<file path="config.mk">
export PLATFORM = sky130hd
export DESIGN_NAME = pipeline_controller
export DESIGN_NICKNAME = d
export VERILOG_FILES = /design/src/rtl/ctrl_pkg.sv /design/src/rtl/ctrl_decoder.sv /design/src/rtl/pipeline_controller.sv
export SDC_FILE = /design/constraint.sdc
export NUM_CORES = 1
export LEC_CHECK = 0
export CAP_MARGIN = 20
export CORE_AREA = 5 5 65 67
export DETAILED_ROUTE_END_ITERATION = 12
export DIE_AREA = 0 0 70 72
export HOLD_SLACK_MARGIN = 0.02
export PLACE_DENSITY = 0.7
export SLEW_MARGIN = 20
export SYNTH_ARGS = -nofsm -noshare
export SYNTH_HDL_FRONTEND = slang
export SYNTH_SLANG_ARGS = --single-unit
</file>
<file path="constraint.sdc">
create_clock -name clk -period 1.8 [get_ports clk]
set_input_delay 0.18 -clock clk [delete_from_list [all_inputs] [get_ports clk]]
set_output_delay 0.18 -clock clk [all_outputs]
set_load 0.05 [all_outputs]
</file>
<file path="src/rtl/ctrl_pkg.sv">
// Shared types and constants for the pipelined RV32I control unit.
package ctrl_pkg;

  typedef enum logic [3:0] {
    ALU_ADD    = 4'd0,
    ALU_SUB    = 4'd1,
    ALU_SLL    = 4'd2,
    ALU_SLT    = 4'd3,
    ALU_SLTU   = 4'd4,
    ALU_XOR    = 4'd5,
    ALU_SRL    = 4'd6,
    ALU_SRA    = 4'd7,
    ALU_OR     = 4'd8,
    ALU_AND    = 4'd9,
    ALU_PASS_B = 4'd10
  } alu_op_t;

  localparam logic [6:0] OP_R      = 7'b0110011;
  localparam logic [6:0] OP_IMM    = 7'b0010011;
  localparam logic [6:0] OP_LOAD   = 7'b0000011;
  localparam logic [6:0] OP_STORE  = 7'b0100011;
  localparam logic [6:0] OP_BRANCH = 7'b1100011;
  localparam logic [6:0] OP_JAL    = 7'b1101111;
  localparam logic [6:0] OP_JALR   = 7'b1100111;
  localparam logic [6:0] OP_LUI    = 7'b0110111;
  localparam logic [6:0] OP_AUIPC  = 7'b0010111;
  localparam logic [6:0] OP_SYSTEM = 7'b1110011;

  localparam logic [1:0] WB_MEM = 2'd0;
  localparam logic [1:0] WB_ALU = 2'd1;
  localparam logic [1:0] WB_PC4 = 2'd2;
  localparam logic [1:0] WB_CSR = 2'd3;

  localparam logic [31:0] INSN_NOP  = 32'h0000_0013;
  localparam logic [31:0] INSN_MRET = 32'h3020_0073;

  // Full bundle produced by the decoder and held in the execute register.
  typedef struct packed {
    alu_op_t    alu_op;
    logic       rs1_sel;
    logic       rs2_sel;
    logic       reg_wr;
    logic       rd_en;
    logic       wr_en;
    logic       csr_rd;
    logic       csr_wr;
    logic       is_mret;
    logic [1:0] wb_sel;
  } ctrl_bundle_t;

  // Fields still needed once the instruction has left execute.
  typedef struct packed {
    logic       reg_wr;
    logic       rd_en;
    logic       wr_en;
    logic       csr_rd;
    logic       csr_wr;
    logic       is_mret;
    logic [1:0] wb_sel;
  } mem_bundle_t;

  // Fields still needed in write-back.
  typedef struct packed {
    logic       reg_wr;
    logic [1:0] wb_sel;
  } wb_bundle_t;

  typedef enum logic [1:0] {
    ST_RST   = 2'd0,
    ST_START = 2'd1,
    ST_RUN   = 2'd2
  } start_state_t;

  localparam ctrl_bundle_t CTRL_ZERO = '{
    alu_op:  ALU_ADD,
    rs1_sel: 1'b0,
    rs2_sel: 1'b0,
    reg_wr:  1'b0,
    rd_en:   1'b0,
    wr_en:   1'b0,
    csr_rd:  1'b0,
    csr_wr:  1'b0,
    is_mret: 1'b0,
    wb_sel:  WB_MEM
  };

  localparam mem_bundle_t MEM_ZERO = '0;
  localparam wb_bundle_t  WB_ZERO  = '0;

  // funct3 -> ALU operation; alt selects SUB/SRA where the encoding allows it.
  function automatic alu_op_t alu_from_funct(input logic [2:0] funct3, input logic alt);
    alu_op_t op;
    case (funct3)
      3'd0:    op = alt ? ALU_SUB : ALU_ADD;
      3'd1:    op = ALU_SLL;
      3'd2:    op = ALU_SLT;
      3'd3:    op = ALU_SLTU;
      3'd4:    op = ALU_XOR;
      3'd5:    op = alt ? ALU_SRA : ALU_SRL;
      3'd6:    op = ALU_OR;
      default: op = ALU_AND;
    endcase
    return op;
  endfunction

endpackage

</file>
<file path="src/rtl/ctrl_decoder.sv">
// Combinational decode of one RV32I instruction into a control bundle.
module ctrl_decoder
  import ctrl_pkg::*;
(
  input  logic [31:0]  instruction,
  output ctrl_bundle_t ctrl
);

  logic [6:0] opcode;
  logic [2:0] funct3;
  logic       funct7_b5;
  logic [4:0] rd;
  logic [4:0] rs1;

  assign opcode    = instruction[6:0];
  assign rd        = instruction[11:7];
  assign funct3    = instruction[14:12];
  assign rs1       = instruction[19:15];
  assign funct7_b5 = instruction[30];

  // Opcode-driven bundle; unknown opcodes and the canonical NOP stay at zero.
  always_comb begin
    ctrl = CTRL_ZERO;
    if (instruction != INSN_NOP) begin
      case (opcode)
        OP_R: begin
          ctrl.alu_op = alu_from_funct(funct3, funct7_b5);
          ctrl.reg_wr = 1'b1;
          ctrl.wb_sel = WB_ALU;
        end
        OP_IMM: begin
          // funct7[5] is part of the immediate except for SRAI
          ctrl.alu_op  = alu_from_funct(funct3, (funct3 == 3'd5) && funct7_b5);
          ctrl.rs2_sel = 1'b1;
          ctrl.reg_wr  = 1'b1;
          ctrl.wb_sel  = WB_ALU;
        end
        OP_LOAD: begin
          ctrl.rs2_sel = 1'b1;
          ctrl.reg_wr  = 1'b1;
          ctrl.rd_en   = 1'b1;
          ctrl.wb_sel  = WB_MEM;
        end
        OP_STORE: begin
          ctrl.rs2_sel = 1'b1;
          ctrl.wr_en   = 1'b1;
          ctrl.wb_sel  = WB_ALU;
        end
        OP_BRANCH: begin
          ctrl.rs1_sel = 1'b1;
          ctrl.rs2_sel = 1'b1;
          ctrl.wb_sel  = WB_ALU;
        end
        OP_JAL: begin
          ctrl.rs1_sel = 1'b1;
          ctrl.rs2_sel = 1'b1;
          ctrl.reg_wr  = 1'b1;
          ctrl.wb_sel  = WB_PC4;
        end
        OP_JALR: begin
          ctrl.rs2_sel = 1'b1;
          ctrl.reg_wr  = 1'b1;
          ctrl.wb_sel  = WB_PC4;
        end
        OP_LUI: begin
          ctrl.alu_op  = ALU_PASS_B;
          ctrl.rs2_sel = 1'b1;
          ctrl.reg_wr  = 1'b1;
          ctrl.wb_sel  = WB_ALU;
        end
        OP_AUIPC: begin
          ctrl.rs1_sel = 1'b1;
          ctrl.rs2_sel = 1'b1;
          ctrl.reg_wr  = 1'b1;
          ctrl.wb_sel  = WB_ALU;
        end
        OP_SYSTEM: begin
          ctrl.rs2_sel = 1'b1;
          ctrl.is_mret = (instruction == INSN_MRET);
          if (funct3 != 3'd0) begin
            ctrl.reg_wr = 1'b1;
            ctrl.csr_rd = 1'b1;
            // CSRRS/CSRRC(I) with a zero source only read the CSR
            ctrl.csr_wr = !(funct3[1] && (rs1 == 5'd0));
            ctrl.wb_sel = WB_CSR;
          end else begin
            ctrl.wb_sel = WB_ALU;
          end
        end
        default: ctrl = CTRL_ZERO;
      endcase
    end
    if (rd == 5'd0) ctrl.reg_wr = 1'b0;
  end

endmodule

</file>
<file path="src/rtl/pipeline_controller.sv">
// Pipelined control unit: decode, E/M/W control registers and fetch start-up.
module pipeline_controller
  import ctrl_pkg::*;
#(
  parameter int width     = 32,
  parameter int width_alu = 4
) (
  input  logic                 clk,
  input  logic                 reset,
  input  logic [width-1:0]     instruction_d,
  input  logic                 flush_e,
  output logic [width_alu-1:0] alu_op,
  output logic                 rs1_sel,
  output logic                 rs2_sel,
  output logic                 reg_wr_e,
  output logic                 rd_en,
  output logic                 wr_en,
  output logic                 csr_reg_rd,
  output logic                 csr_reg_wr,
  output logic                 is_mret,
  output logic                 reg_wr,
  output logic                 reg_wr_m,
  output logic [1:0]           wb_sel,
  output logic                 enable_pc,
  output logic                 enable_f
);

  ctrl_bundle_t dec;
  ctrl_bundle_t e_q;
  mem_bundle_t  m_q;
  wb_bundle_t   w_q;
  start_state_t state;
  start_state_t state_next;

  ctrl_decoder u_decoder (
    .instruction (instruction_d[31:0]),
    .ctrl        (dec)
  );

  // Execute register: takes the decoded bundle unless the hazard unit flushes.
  always_ff @(posedge clk or negedge reset) begin
    if (!reset) e_q <= CTRL_ZERO;
    else        e_q <= flush_e ? CTRL_ZERO : dec;
  end

  // Memory register: advances every cycle with the datapath.
  always_ff @(posedge clk or negedge reset) begin
    if (!reset) begin
      m_q <= MEM_ZERO;
    end else begin
      m_q <= '{
        reg_wr:  e_q.reg_wr,
        rd_en:   e_q.rd_en,
        wr_en:   e_q.wr_en,
        csr_rd:  e_q.csr_rd,
        csr_wr:  e_q.csr_wr,
        is_mret: e_q.is_mret,
        wb_sel:  e_q.wb_sel
      };
    end
  end

  // Write-back register: advances every cycle with the datapath.
  always_ff @(posedge clk or negedge reset) begin
    if (!reset) w_q <= WB_ZERO;
    else        w_q <= '{reg_wr: m_q.reg_wr, wb_sel: m_q.wb_sel};
  end

  // Start-up state register.
  always_ff @(posedge clk or negedge reset) begin
    if (!reset) state <= ST_RST;
    else        state <= state_next;
  end

  // Start-up next state: one idle START clock, then RUN until reset.
  always_comb begin
    state_next = state;
    case (state)
      ST_RST:   state_next = ST_START;
      ST_START: state_next = ST_RUN;
      ST_RUN:   state_next = ST_RUN;
      default:  state_next = ST_RST;
    endcase
  end

  // Fetch enables are only released in RUN.
  always_comb begin
    enable_pc = 1'b0;
    enable_f  = 1'b0;
    if (state == ST_RUN) begin
      enable_pc = 1'b1;
      enable_f  = 1'b1;
    end
  end

  assign alu_op     = width_alu'(e_q.alu_op);
  assign rs1_sel    = e_q.rs1_sel;
  assign rs2_sel    = e_q.rs2_sel;
  assign reg_wr_e   = m_q.reg_wr;
  assign rd_en      = m_q.rd_en;
  assign wr_en      = m_q.wr_en;
  assign csr_reg_rd = m_q.csr_rd;
  assign csr_reg_wr = m_q.csr_wr;
  assign is_mret    = m_q.is_mret;
  assign reg_wr     = w_q.reg_wr;
  assign reg_wr_m   = w_q.reg_wr;
  assign wb_sel     = w_q.wb_sel;

endmodule

</file>
# Yosys cells after proc, flatten, opt, wreduce, memory -nomap -nowiden
# Index checks and enable logic that the tools add are counted.
word_totals:
  input_bits: 35
  out_inout_bits: 18
  register_bits: 27
  word_cells: 76
classes:
  eq_ne: 20
  n_mux: 22
  n_reduce_logical: 14
op_table:
  columns: ["op", "n"]
  rows:
  - ["case mux 4 bit (7 select lines)", 2]
  - ["== test 32 x 30 -> 1 bit (second input constant)", 1]
  - ["inequality test 32 x 5 -> 1 bit (second input constant)", 1]
  - ["== test 7 bit (second input constant)", 4]
  - ["two-way mux 14 bit", 2]
  - ["== test 7 x 6 -> 1 bit (second input constant)", 3]
  - ["== test 7 x 5 -> 1 bit (second input constant)", 2]
  - ["case mux 4 bit (3 select lines)", 1]
  - ["two-way mux 1 bit", 11]
  - ["zero test 5 bit", 2]
  - ["== test 3 bit (second input constant)", 3]
  - ["OR reduction 9 bit", 1]
  - ["== test 7 x 2 -> 1 bit (second input constant)", 1]
  - ["OR reduction 7 bit", 1]
  - ["== test 3 x 2 -> 1 bit (second input constant)", 2]
  - ["case mux 2 bit (3 select lines)", 1]
  - ["OR reduction 6 bit", 1]
  - ["two-way mux 2 bit", 2]
  - ["case mux 2 bit (2 select lines)", 1]
  - ["OR reduction 2 bit", 2]
  - ["== test 3 x 1 -> 1 bit (second input constant)", 1]
  - ["zero test 3 bit", 1]
  - ["two-way mux 3 bit", 1]
  - ["nonzero test 3 bit", 1]
  - ["other kinds (7)", 8]

# Logic depth before layout (Yosys ltp)
depth:
  depth_word: 8
  depth_mapped: 5
  mapped_depth_nobuf: 4

# Hierarchy
# From an unflattened synthesis, not the netlist that was laid out.
hier_totals:
  cells_unflattened: 121
  hier_area_um2: 1316.3
by_module_without_submodules:
  columns: ["module", "instances", "area_each_um2", "seq_area_each_um2", "cells_each"]
  rows:
  - ["pipeline_controller", 1, 880.8, 675.6, 52]
  - ["ctrl_decoder", 1, 435.4, 0.0, 69]

# Worst setup path after synthesis
# OpenSTA, ideal clock, no wires.
synth_path:
  kind: "register -> output"
  start: "register state[0]"
  end: "output port enable_pc"
  slack_ns: 0.456
  path_stages_with_launch: 4
  t_required_ns: 1.620
  arrival_time_ns: 1.164
  path_buffers: 1
  path_cell_list: "dfrtp_1 -> inv_1 -> ha_1 -> buf_4"
synth_via:
  elab_chain_cells: 2
synth_rtl:
  columns: ["item", "line_no", "source"]
  rows:
  - ["start: declaration", "pipeline_controller.sv:32", "start_state_t state;"]
  - ["start signal: assignment", "pipeline_controller.sv:72", "else state <= state_next;"]
  - ["== test 2 bit", "pipeline_controller.sv:90", "if (state == ST_RUN) begin"]
  - ["two-way mux 1 bit", null, null]
  - ["end: declaration", "pipeline_controller.sv:24", "output logic enable_pc,"]
# Every way passes these cells.

# Worst setup path after layout
layout_path:
  start: "register e_q (netlist bit rs2_sel)"
  end: "output port rs2_sel"
layout_lines:
  columns: ["item", "line_no", "source"]
  rows:
  - ["start: declaration", "pipeline_controller.sv:29", "ctrl_bundle_t e_q;"]
  - ["start signal: assignment", "pipeline_controller.sv:43", "else e_q <= flush_e ? CTRL_ZERO : dec;"]
  - ["end: declaration", "pipeline_controller.sv:14", "output logic rs2_sel,"]
# No word-level cell between the ends.

==> flow_summary.json <==
{
  "status": "completed",
  "totalWireLength_mm": 2.45,
  "firstDrtPassIters": 4,
  "syn-num-nets": 142,
  "synth-compound-area-share_pct": 8.57,
  "dieArea_sq_um": 5040,
  "power.share.clock_pct": 22.7,
  "synthAdderAreaFrac_pct": 2.12,
  "crit_cells": 1,
  "top_layer": "met4",
  "rsz0062_at_grt": "false",
  "initial_core_util_pct": 33.0,
  "grt_pass1_vias": 995,
  "setup.worst_path.start_class": "register",
  "ys_ff_latch": 27,
  "crit_path_end_kind": "output pin",
  "worstSetupPathType": "register to output pin",
  "path_clk_slew_ps": 120,
  "post_drt_wl_per_cell_microns": 11.6,
  "syn_inst": 105,
  "hpwl_mm": 2.13,
  "place_congestion": 0.815,
  "ant_nets": 0,
  "required_ps": 1620,
  "fillers": 339,
  "portBuffers": 52,
  "grt_max_degree": 28,
  "worst_pin_slew_ps": 516,
  "post_cts_buffers": 0,
  "fmax_ghz": 0.606,
  "reg2regPathDepth": 2,
  "synth-main-ff-cell": "dfrtp_1",
  "cts_resized": 0,
  "post-route-min-period_ps": 1650,
  "cts_buffers": 3,
  "cts_hold_buffers": 0,
  "finalSetupViolCount": 0,
  "drcViolationCount": 0,
  "path_cells": "clkdlybuf4s50_1",
  "core_area_sq_um": 3580,
  "synthArstFlopShare_pct": 100,
  "synthDistinctLibCells": 34,
  "yosysWarnings": 0,
  "critPathArrivalTime_ps": 1470,
  "clk_latency_ps": 300,
  "synthSimpleGateAreaFrac_pct": 23.1,
  "sequentialPowerShare_pct": 59.9,
  "nNetsFinal": 201,
  "ys_seq_area_share_pct": 57.1,
  "area_growth_pct": 53.0,
  "final_util_pct": 50.6,
  "maxSlewViolCount": 0,
  "pwr-share-comb_pct": 17.3,
  "synth_xor_area_share_pct": 0,
  "wl_met1_mm": 1.01,
  "fp-row-count": 22,
  "synth_top_family_by_area": "simple AND/OR/NAND/NOR gates",
  "diodes": 0,
  "drive_gt1_share_pct": 13.5,
  "post_synth_instance_area_sq_um": 1180,
  "cts_root_buf": "clkbuf_4",
  "io_pins": 53,
  "place_ws_ps": -4.93,
  "reg2reg_from": "state[0]",
  "grt_overflow_total": 0,
  "antenna_found_initial": 0,
  "grt_pass1_wl_mm": 4.11,
  "switching_share_pct": 21.8,
  "placedCellCount": 207,
  "crit_slowest_cell": "clkdlybuf4s50_1",
  "clkSinkCount": 27,
  "p_total_uw": 1020,
  "drt-initial-drc-count": 30,
  "path_buf_inv": 1,
  "num_vias": 970,
  "hold_viol": 0,
  "skew_ps": 1.37,
  "timing.final.crit_share_pct": 91.6,
  "synth_edf_count": 0,
  "drv_cap": 0,
  "routed-wl-met3_microns": 182,
  "final_cells": 211,
  "critPathMaxFanout": 1,
  "vdd_ir_drop_max_mv": 0.230,
  "relSlewSlack_pct": 65.5,
  "cp_top_family": "buffers and inverters",
  "power_density_nw_per_um2": 565,
  "viasPerCell": 4.60,
  "p_sw_uw": 222,
  "cp-startpoint": "rs2_sel",
  "p_leak_uw": 0.000779,
  "tns_ps": 0,
  "clockBufferDepth": 2,
  "synthMuxAreaShare_pct": 2.65,
  "dr_wl_met2_mm": 1.25,
  "worst_slack_ps": 151,
  "p_int_uw": 799,
  "die_w_microns": 70,
  "max_stage_delay_ps": 810,
  "syn_avg_cell_area_sq_um": 11.3,
  "grtUsageTotal_pct": 9.97,
  "htree_num_levels": 1,
  "cts_tree": "built",
  "worstHoldPathType": "primary input to async pin",
  "die_h_microns": 72
}
## cell usage after synthesis, types with 2 or more instances
| cell | number | share of area, % |
|---|---|---|
| a21oi_1 | 4 | 1.7 |
| buf_2 | 4 | 1.7 |
| buf_4 | 6 | 3.8 |
| dfrtp_1 | 27 | 57 |
| ha_1 | 2 | 2.1 |
| inv_1 | 3 | 0.95 |
| mux2i_1 | 2 | 1.7 |
| nand2_1 | 6 | 1.9 |
| nand2b_1 | 2 | 1.1 |
| nand4_1 | 3 | 1.6 |
| nor2_1 | 8 | 2.5 |
| nor3_1 | 5 | 2.1 |
| nor4_1 | 6 | 3.2 |
| o21ai_0 | 4 | 1.7 |
| or2_0 | 2 | 1.1 |
| or2_1 | 2 | 1.1 |
| or4_1 | 2 | 1.3 |
## sequential cells by signal, indices dropped and copies added, names as in the netlist
register	cells
alu_op	4
csr_reg_rd	1
csr_reg_wr	1
e_q	8
is_mret	1
m_q	2
rd_en	1
reg_wr	1
reg_wr_e	1
rs1_sel	1
rs2_sel	1
state	2
wb_sel	2
wr_en	1
## routing by layer
metal  up-vias  global-route usage, %
met1       444                   11.5
met5         -                      0
met3         2                   2.49
met4         0                   3.19
li1        487                      -
met2        37                   18.2
## through the flow
step           cell area [sq um]  hold slack (ps)
5_1_grt                     1810              239
3_3_place_gp                1780              332
4_1_cts                     1810              240
2_1_floorplan               1180             -116
3_5_place_dp                1780              335
6_report                    1810              236
## worst register-to-register path, stage by stage (launching register included)
cell and delay [ps]:
dfrtp_1 380, inv_1 80, ha_1 230
## final timing paths
check	to	slack [ps]
setup / recovery	rs2_sel	150
hold / removal	wb_sel[0]	240
setup reg to reg	state[1]	1020
hold reg to reg	rd_en	360
max in group asynchronous	alu_op[1]	1330
min in group clk	rd_en	360
## cell families (layout without fill, tap and decap cells)
kind of cell	Yosys count	count (layout)
AOI/OAI and AO/OA	15	15
adders and majority gates	2	2
buffers and inverters	13	71
muxes	3	3
DFF	27	27
and+or+nand+nor	45	45
## power groups by stage
stage          clock network [uW]  registers, uW  logic [uW]
5_1_grt                       276            613         194
4_1_cts                       245            612         180
6_report                      232            612         177
3_3_place_gp                    0            624         176
3_5_place_dp                    0            624         179
2_1_floorplan                   0            632        45.8
## cell usage in the layout (no fill, tap or decap), types with 2 or more instances in the layout
master,count
a21oi_1,4
buf_4,14
clkbuf_4,3
clkdlybuf4s50_1,50
dfrtp_1,27
ha_1,2
inv_1,3
mux2i_1,2
nand2_1,6
nand2b_1,2
nand4_1,3
nor2_1,8
nor3_1,5
nor4_1,6
o21ai_0,4
or2_0,2
or2_1,2
or4_1,2
## area by class of cell
| type | instances | area [sq um] | share of cell area [%] |
|---|---|---|---|
| repair buffers | 64 | 606 | 33.5 |
| inverters | 3 | 11.3 | 0.622 |
| multi-input cells | 65 | 430 | 23.8 |
| flip-flops and latches | 27 | 676 | 37.3 |
| well taps | 48 | 60.1 | 3.32 |
| clock buffers | 4 | 26.3 | 1.45 |
No activity file was read; power rests on OpenSTA's default activity.
